`src/rtl/cfm_pkg.sv`:
```
// Shared constants, shift helper and stage-3 payload type for complex_fix_mul_pipe.
package cfm_pkg;

    localparam int REAL = 0;
    localparam int IMAG = 1;

    // The payload struct is sized for the widest supported configuration.
    localparam int OUT_MAX = 64;
    localparam int TAG_MAX = 32;

    function automatic int calc_sh(input int in_frac, input int out_frac);
        return 2 * in_frac - out_frac;
    endfunction

    typedef struct packed {
        logic signed [OUT_MAX-1:0] re;
        logic signed [OUT_MAX-1:0] im;
        logic [TAG_MAX-1:0]        tag;
        logic                      sat;
    } s3_payload_t;

endpackage

```
`src/rtl/complex_fix_mul_pipe_if.sv`:
```
// Operand/result handshake bundle for complex_fix_mul_pipe; master drives operands, slave is the multiplier.
interface complex_fix_mul_pipe_if #(
    parameter int IN_BITS  = 18,
    parameter int OUT_BITS = 20,
    parameter int TAG_BITS = 4
);
    logic                       in_valid;
    logic                       in_ready;
    logic signed [IN_BITS-1:0]  in_x_re;
    logic signed [IN_BITS-1:0]  in_x_im;
    logic signed [IN_BITS-1:0]  in_y_re;
    logic signed [IN_BITS-1:0]  in_y_im;
    logic                       in_conj;
    logic [TAG_BITS-1:0]        in_tag;
    logic                       out_valid;
    logic                       out_ready;
    logic signed [OUT_BITS-1:0] out_re;
    logic signed [OUT_BITS-1:0] out_im;
    logic [TAG_BITS-1:0]        out_tag;
    logic                       out_sat;
    logic                       busy;

    modport master (
        output in_valid, in_x_re, in_x_im, in_y_re, in_y_im, in_conj, in_tag, out_ready,
        input  in_ready, out_valid, out_re, out_im, out_tag, out_sat, busy
    );

    modport slave (
        input  in_valid, in_x_re, in_x_im, in_y_re, in_y_im, in_conj, in_tag, out_ready,
        output in_ready, out_valid, out_re, out_im, out_tag, out_sat, busy
    );
endinterface

```
`src/rtl/cfm_round_sat.sv`:
```
// Combinational scale-down (round-half-up when CMPLX_MUL_ROUND_EN is defined, else truncate) and saturate.
module cfm_round_sat #(
    parameter int IN_W     = 38,
    parameter int OUT_BITS = 20,
    parameter int SH       = 16
) (
    input  logic signed [IN_W-1:0]     in_i,
    output logic signed [OUT_BITS-1:0] out_o,
    output logic                       sat_o
);
    // One guard bit so the rounding add can never overflow.
    localparam int W = IN_W + 1;
    localparam logic signed [W-1:0] MAXV = {{(W-OUT_BITS+1){1'b0}}, {(OUT_BITS-1){1'b1}}};
    localparam logic signed [W-1:0] MINV = ~MAXV;

    logic signed [W-1:0] ext;
    logic signed [W-1:0] rnd;
    logic signed [W-1:0] shf;

    assign ext = {in_i[IN_W-1], in_i};

`ifdef CMPLX_MUL_ROUND_EN
    if (SH > 0) begin : g_rnd
        localparam logic signed [W-1:0] HALF = W'(1) << (SH - 1);
        assign rnd = ext + HALF;
    end else begin : g_nornd
        assign rnd = ext;
    end
`else
    assign rnd = ext;
`endif

    assign shf = rnd >>> SH;

    always_comb begin
        out_o = shf[OUT_BITS-1:0];
        sat_o = 1'b0;
        if (shf > MAXV) begin
            out_o = MAXV[OUT_BITS-1:0];
            sat_o = 1'b1;
        end else if (shf < MINV) begin
            out_o = MINV[OUT_BITS-1:0];
            sat_o = 1'b1;
        end
    end
endmodule

```
`src/rtl/complex_fix_mul_pipe.sv`:
```
// Three-stage complex fixed-point multiplier x*y or x*conj(y) with stall-all back-pressure.
// Optional build macro: CMPLX_MUL_ROUND_EN (round-half-up instead of truncation).
module complex_fix_mul_pipe
    import cfm_pkg::*;
#(
    parameter int IN_BITS  = 18,
    parameter int IN_FRAC  = 16,
    parameter int OUT_BITS = 20,
    parameter int OUT_FRAC = 16,
    parameter int TAG_BITS = 4
) (
    input  logic                   clk,
    input  logic                   rst_n,
    complex_fix_mul_pipe_if.slave  bus
);
    localparam int SH = calc_sh(IN_FRAC, OUT_FRAC);
    localparam int PW = 2 * IN_BITS + 1;
    localparam int SW = 2 * IN_BITS + 2;

    if (OUT_FRAC < 0 || OUT_FRAC > 2 * IN_FRAC) begin : g_bad_frac
        $error("complex_fix_mul_pipe: OUT_FRAC must lie in 0..2*IN_FRAC");
    end
    if (OUT_BITS > OUT_MAX || TAG_BITS > TAG_MAX || OUT_BITS > SW) begin : g_bad_width
        $error("complex_fix_mul_pipe: OUT_BITS/TAG_BITS exceed supported range");
    end

    logic advance;
    logic vld_p1_q, vld_p2_q, vld_p3_q;

    assign advance      = !vld_p3_q || bus.out_ready;
    assign bus.in_ready = advance;

    // Stage 1: operands, with the conjugate folded into a widened d'
    logic signed [IN_BITS-1:0] a_p1_q, b_p1_q, c_p1_q;
    logic signed [IN_BITS:0]   d_ext, d_p1_d, d_p1_q;
    logic [TAG_BITS-1:0]       tag_p1_q;

    assign d_ext  = {bus.in_y_im[IN_BITS-1], bus.in_y_im};
    assign d_p1_d = bus.in_conj ? -d_ext : d_ext;

    always_ff @(posedge clk) begin
        if (advance) begin
            a_p1_q   <= bus.in_x_re;
            b_p1_q   <= bus.in_x_im;
            c_p1_q   <= bus.in_y_re;
            d_p1_q   <= d_p1_d;
            tag_p1_q <= bus.in_tag;
        end
    end

    // Stage 2: full-precision partial products
    logic signed [PW-1:0] ac_p2_q, bd_p2_q, bc_p2_q, ad_p2_q;
    logic signed [PW-1:0] ac_p2_d, bd_p2_d, bc_p2_d, ad_p2_d;
    logic [TAG_BITS-1:0]  tag_p2_q;

    assign ac_p2_d = PW'(a_p1_q) * PW'(c_p1_q);
    assign bd_p2_d = PW'(b_p1_q) * PW'(d_p1_q);
    assign bc_p2_d = PW'(b_p1_q) * PW'(c_p1_q);
    assign ad_p2_d = PW'(a_p1_q) * PW'(d_p1_q);

    always_ff @(posedge clk) begin
        if (advance) begin
            ac_p2_q  <= ac_p2_d;
            bd_p2_q  <= bd_p2_d;
            bc_p2_q  <= bc_p2_d;
            ad_p2_q  <= ad_p2_d;
            tag_p2_q <= tag_p1_q;
        end
    end

    // Stage 3: combine, scale, saturate
    logic signed [SW-1:0]       sum_p2 [2];
    logic signed [OUT_BITS-1:0] res_p2 [2];
    logic                       clip_p2 [2];
    s3_payload_t                p3_d, p3_q;

    assign sum_p2[REAL] = SW'(ac_p2_q) - SW'(bd_p2_q);
    assign sum_p2[IMAG] = SW'(bc_p2_q) + SW'(ad_p2_q);

    cfm_round_sat #(.IN_W(SW), .OUT_BITS(OUT_BITS), .SH(SH)) u_rs_re (
        .in_i  (sum_p2[REAL]),
        .out_o (res_p2[REAL]),
        .sat_o (clip_p2[REAL])
    );

    cfm_round_sat #(.IN_W(SW), .OUT_BITS(OUT_BITS), .SH(SH)) u_rs_im (
        .in_i  (sum_p2[IMAG]),
        .out_o (res_p2[IMAG]),
        .sat_o (clip_p2[IMAG])
    );

    always_comb begin
        p3_d     = '0;
        p3_d.re  = OUT_MAX'(res_p2[REAL]);
        p3_d.im  = OUT_MAX'(res_p2[IMAG]);
        p3_d.tag = TAG_MAX'(tag_p2_q);
        p3_d.sat = clip_p2[REAL] || clip_p2[IMAG];
    end

    always_ff @(posedge clk or negedge rst_n) begin
        if (!rst_n) begin
            vld_p1_q <= 1'b0;
            vld_p2_q <= 1'b0;
            vld_p3_q <= 1'b0;
            p3_q     <= '0;
        end else if (advance) begin
            vld_p1_q <= bus.in_valid;
            vld_p2_q <= vld_p1_q;
            vld_p3_q <= vld_p2_q;
            p3_q     <= p3_d;
        end
    end

    assign bus.out_valid = vld_p3_q;
    assign bus.out_re    = p3_q.re[OUT_BITS-1:0];
    assign bus.out_im    = p3_q.im[OUT_BITS-1:0];
    assign bus.out_tag   = p3_q.tag[TAG_BITS-1:0];
    assign bus.out_sat   = p3_q.sat;
    assign bus.busy      = vld_p1_q || vld_p2_q || vld_p3_q;
endmodule

```
`src/flat_wrapper.sv`:
```
// flat-port wrapper written by rule: the top's interface ports become plain ports
module complex_fix_mul_pipe_flat import cfm_pkg::*;
#(
    parameter int IN_BITS  = 18,
    parameter int IN_FRAC  = 16,
    parameter int OUT_BITS = 20,
    parameter int OUT_FRAC = 16,
    parameter int TAG_BITS = 4
)
  (clk, rst_n, bus_in_valid, bus_in_x_re, bus_in_x_im, bus_in_y_re, bus_in_y_im, bus_in_conj, bus_in_tag, bus_out_ready, bus_in_ready, bus_out_valid, bus_out_re, bus_out_im, bus_out_tag, bus_out_sat, bus_busy);
  complex_fix_mul_pipe_if #(.IN_BITS(IN_BITS), .OUT_BITS(OUT_BITS), .TAG_BITS(TAG_BITS)) bus_i ();
  input  logic clk;
  input  logic rst_n;
  input wire logic [$bits(bus_i.in_valid)-1:0] bus_in_valid;
  input wire logic [$bits(bus_i.in_x_re)-1:0] bus_in_x_re;
  input wire logic [$bits(bus_i.in_x_im)-1:0] bus_in_x_im;
  input wire logic [$bits(bus_i.in_y_re)-1:0] bus_in_y_re;
  input wire logic [$bits(bus_i.in_y_im)-1:0] bus_in_y_im;
  input wire logic [$bits(bus_i.in_conj)-1:0] bus_in_conj;
  input wire logic [$bits(bus_i.in_tag)-1:0] bus_in_tag;
  input wire logic [$bits(bus_i.out_ready)-1:0] bus_out_ready;
  output wire logic [$bits(bus_i.in_ready)-1:0] bus_in_ready;
  output wire logic [$bits(bus_i.out_valid)-1:0] bus_out_valid;
  output wire logic [$bits(bus_i.out_re)-1:0] bus_out_re;
  output wire logic [$bits(bus_i.out_im)-1:0] bus_out_im;
  output wire logic [$bits(bus_i.out_tag)-1:0] bus_out_tag;
  output wire logic [$bits(bus_i.out_sat)-1:0] bus_out_sat;
  output wire logic [$bits(bus_i.busy)-1:0] bus_busy;
  assign bus_i.in_valid = bus_in_valid;
  assign bus_i.in_x_re = bus_in_x_re;
  assign bus_i.in_x_im = bus_in_x_im;
  assign bus_i.in_y_re = bus_in_y_re;
  assign bus_i.in_y_im = bus_in_y_im;
  assign bus_i.in_conj = bus_in_conj;
  assign bus_i.in_tag = bus_in_tag;
  assign bus_i.out_ready = bus_out_ready;
  assign bus_in_ready = bus_i.in_ready;
  assign bus_out_valid = bus_i.out_valid;
  assign bus_out_re = bus_i.out_re;
  assign bus_out_im = bus_i.out_im;
  assign bus_out_tag = bus_i.out_tag;
  assign bus_out_sat = bus_i.out_sat;
  assign bus_busy = bus_i.busy;
  complex_fix_mul_pipe #(.IN_BITS(IN_BITS), .IN_FRAC(IN_FRAC), .OUT_BITS(OUT_BITS), .OUT_FRAC(OUT_FRAC), .TAG_BITS(TAG_BITS)) u_core (.clk(clk), .rst_n(rst_n), .bus(bus_i));
endmodule
```
`config.mk`:
```
export PLATFORM = sky130hd
export DESIGN_NAME = complex_fix_mul_pipe_flat
export DESIGN_NICKNAME = d
export VERILOG_FILES = /design/src/rtl/cfm_pkg.sv /design/src/rtl/complex_fix_mul_pipe_if.sv /design/src/rtl/cfm_round_sat.sv /design/src/rtl/complex_fix_mul_pipe.sv /design/src/flat_wrapper.sv
export SDC_FILE = /design/constraint.sdc
export NUM_CORES = 2
export LEC_CHECK = 0
export ABC_AREA = 0
export CELL_PAD_IN_SITES_DETAIL_PLACEMENT = 1
export CELL_PAD_IN_SITES_GLOBAL_PLACEMENT = 2
export CORE_UTILIZATION = 43
export CTS_CLUSTER_SIZE = 25
export DETAILED_ROUTE_END_ITERATION = 10
export PLACE_DENSITY_LB_ADDON = 0.1
export REMOVE_ABC_BUFFERS = 1
export SLEW_MARGIN = 20
export SYNTH_ARGS = -nofsm -noshare
export SYNTH_HDL_FRONTEND = slang
export SYNTH_SLANG_ARGS = --single-unit
```
`constraint.sdc`:
```
create_clock -name clk -period 11.3 [get_ports clk]
set_input_delay 1.695 -clock clk [delete_from_list [all_inputs] [get_ports clk]]
set_output_delay 1.695 -clock clk [all_outputs]
set_load 0.1 [all_outputs]
```
==> impl_metrics.csv <==
group,metric,value,unit
timing,rsz0062_at_grt,"false",
setup_path,startpoint_type,"register",
floorplanning,die-area,144800,um2
cts,cts_root_buffer,"clkbuf_16",
logic_synthesis,synth_top_area_share,43.79,%
route,dr_total_vias,42329,
final_layout,nets,8255,
timing,setup_viol,0,
outcome,outcome,"complete, no violations",
logic_synthesis,netlist_instances,6412,
min_path,min_from,"u_core.tag_p1_q[0]$_DFFE_PP_",
cts,post_cts_resized,0,
final_layout,layout-drive-gt1-share,3.400,%
route,drt_iter0_drc,1848,
setup_path,rr_startpoint,"u_core.c_p1_q[17]$_DFFE_PP_",
logic_synthesis,yosys.area.top_type,"fa_1",
timing,fin_crit,7.888,ns
cts,cts_tree,"done",
run,max-cap-violations,0,
final_layout,n_fill_cell,16098,
cts,clockBufferDepth,3,
route,routed.top_layer,"met5",
logic_synthesis,ys_ff_latch,275,
setup_path,path_max_fanout,15,
floorplanning,coreArea,141900,um2
logic_synthesis,yosysMostFrequentCell,"inv_1",
place,gp_congestion,0.8151,
floorplanning,start_util,43.42,%
setup_path,cpPeakStageDelay,0.79,ns
logic_synthesis,synth_ff_type,"edfxtp_1",
route,wl_per_cell,21.05,um
route,wl_met2,84690,um
timing,final-max-slew-violation-count,0,
global_route,antenna_found_initial,7,
setup_path,worstPathRequired,11.68,ns
global_route,grt-ovfl-total,0,
timing,clock_skew,0.04152,ns
logic_synthesis,avgSynthCellArea,9.612,um2
global_route,grt_pass1_wl,284000,um
min_path,hp-class,"register to register",
logic_synthesis,async_reset_ff_share,17.45,%
route,via_per_inst,5.096,
route,drtAntennaViolNets,0,
floorplanning,die-height,380.6,um
global_route,grtUsageTotal,25.61,%
timing,tightestPinTransition,1.060,ns
cts,cts_max_level,2,
route,wl_met1,78260,um
place,port_buffers,128,
cts,clkSlewWorstSetupHoldPaths,0.06,ns
cts,clkLatencyLatePin,0.63,ns
cts,clock-sinks,275,
cts,hold_buffers,0,
setup_path,endpoint_kind,"register",
floorplanning,dieWidth,380.6,um
logic_synthesis,synth_common_cells,"1604 x inv_1, 1348 x fa_1, 701 x nand2_1, 681 x and2_1, 449 x ha_1",
route,drc,0,
logic_synthesis,synth_area_leaders,"fa_1 44%, edfxtp_1 11%, inv_1 9.8%",
cts,post-cts-setup-buffers,0,
cts,cts_inserted_buffers,44,
logic_synthesis,ys_seq_area_share,13.01,%
logic_synthesis,synth_edf_count,227,
setup_path,cpMaxStageDelayCell,"edfxtp_1",
timing,final.period_utilization,69.81,%
route,wl_met3,6198,um
setup_path,crit_type,"register to register",
final_layout,syn_to_final_growth,7.560,%
route,wirelength,174900,um
timing,relSlewSlack,29.08,%
logic_synthesis,synth.distinct_cells,89,
route,first_pass_iters,5,
place,place_ws,3.437,ns
setup_path,crit_start,"u_core.c_p1_q[17]$_DFFE_PP_",
timing,worst_slack,3.412,ns
timing,fmax,126.8,MHz
place,post-dp-hpwl,132100,um
setup_path,crit_path_cell_trace,"clkinv_1, buf_4, nor2_1, fa_1, fa_1, fa_1, fa_1, fa_1, inv_1, fa_1, inv_1, ha_1, a21oi_1, o21bai_1, a21o_1, a21o_1, a221o_1, a41oi_2, o2111ai_1, o211ai_2, o21ai_1, a21oi_1, xnor2_1",
logic_synthesis,synth_area,61630,um2
global_route,grt_pass1_vias,48605,
setup_path,worst-endpoint-arrival,8.26,ns
logic_synthesis,yosysWarnings,0,
floorplanning,rows,138,
floorplanning,io_pins,129,
timing,hold_viol,0,
global_route,grt_max_degree,133,
setup_path,cpMostUsedCell,"fa_1",
timing,setup_tns,0,ns
## logic make-up after synthesis
| kind of cell | count (synthesis) | synth area share [%] |
|---|---|---|
| compound gates | 523 | 5.668 |
| xor+xnor | 208 | 2.956 |
| fa+ha+maj | 1797 | 52.90 |
| buf+inv | 1905 | 11.64 |
| flops | 275 | 13.01 |
| mux | 2 | 0.03248 |
| simple gates | 1702 | 13.79 |
## registers in the layout (all words and copies together), names as in the netlist
signal and count:
u_core.a_p1_q 18, u_core.ac_p2_q 36, u_core.ad_p2_q 37, u_core.b_p1_q 18, u_core.bc_p2_q 36, u_core.bd_p2_q 37
u_core.bus.out_im 20, u_core.bus.out_re 20, u_core.bus.out_sat 1, u_core.bus.out_tag 4, u_core.bus.out_valid 1, u_core.c_p1_q 18
u_core.d_p1_q 19, u_core.tag_p1_q 4, u_core.tag_p2_q 4, u_core.vld_p1_q 1, u_core.vld_p2_q 1
## layout by cell type (no fill, tap or decap), drive strengths merged, types with 13 or more instances in the layout
cell type and count:
a31oi 18, nor2b 23, xnor2 150, a21oi 184
nand2 701, a21o 81, nand4 13, o21ai 100
dfrtp 48, ha 449, inv 1607, xor2 58
fa 1348, clkbuf 58, nor3 23, buf 90
o21a 25, nor2 153, o21bai 23, edfxtp 227
nand3 29, clkdlybuf4s50 127, and2 681, nand2b 39
## critical path, delay by kind of cell, from the launching register on
family                   cells  cell delay (ns)
adder cells (fa/ha/maj)      7             3.17
AO/OA/AOI/OAI               10             2.12
buffers and inverters        4             1.30
flip-flops                   1             0.79
AND/OR/NAND/NOR              1             0.15
XOR/XNOR                     1             0.08
## metal layers
layer / up-vias / track usage, %
li1: 18882 / -
met1: 22565 / 34.88
met2: 686 / 43.06
met3: 194 / 2.633
met4: 2 / 7.809
met5: - / 0
## final cells by class
| cell class | count | area, um2 | share of cell area [%] |
|---|---|---|---|
| Multi-Input combinational cell | 4232 | 46450 | 70.07 |
| Inverter | 1607 | 6040 | 9.111 |
| Antenna cell | 5 | 12.51 | 0.01887 |
| Timing Repair Buffer | 217 | 1957 | 2.952 |
| Tap cell | 1890 | 2365 | 3.567 |
| Clock buffer | 58 | 1205 | 1.818 |
| Sequential cell | 275 | 8018 | 12.09 |
| Clock inverter | 23 | 246.5 | 0.3718 |
## metrics by stage
stage | hold slack, ns | cell area [um2] | util, % | std cells
final | 0.4160 | 66290 | 46.71 | 8307
after detailed placement | 0.4057 | 64830 | 45.67 | 8221
after global placement | 0.4032 | 64830 | 45.67 | 8221
after floorplan | 0.4003 | 60490 | - | 6114
after global routing | 0.4386 | 66280 | 46.70 | 8304
after CTS | 0.4183 | 66280 | 46.70 | 8302
## final timing paths
path,to,slack (ns),depth (start not counted)
hold / removal,u_core.tag_p2_q[0]$_DFFE_PP_,0.42,0
min in group asynchronous,u_core.bus.out_tag[3]$_DFFE_PN0P_,1.26,2
hold reg to reg,u_core.tag_p2_q[0]$_DFFE_PP_,0.42,0
setup reg to reg,u_core.bc_p2_q[35]$_DFFE_PP_,3.41,23
setup / recovery,u_core.bc_p2_q[35]$_DFFE_PP_,3.41,23
max in group asynchronous,u_core.bus.out_im[15]$_DFFE_PN0P_,9.45,2
Power is left out: the tool's default activity adds up to more than one toggle a clock period on the data nets, which glitch-free logic cannot reach.
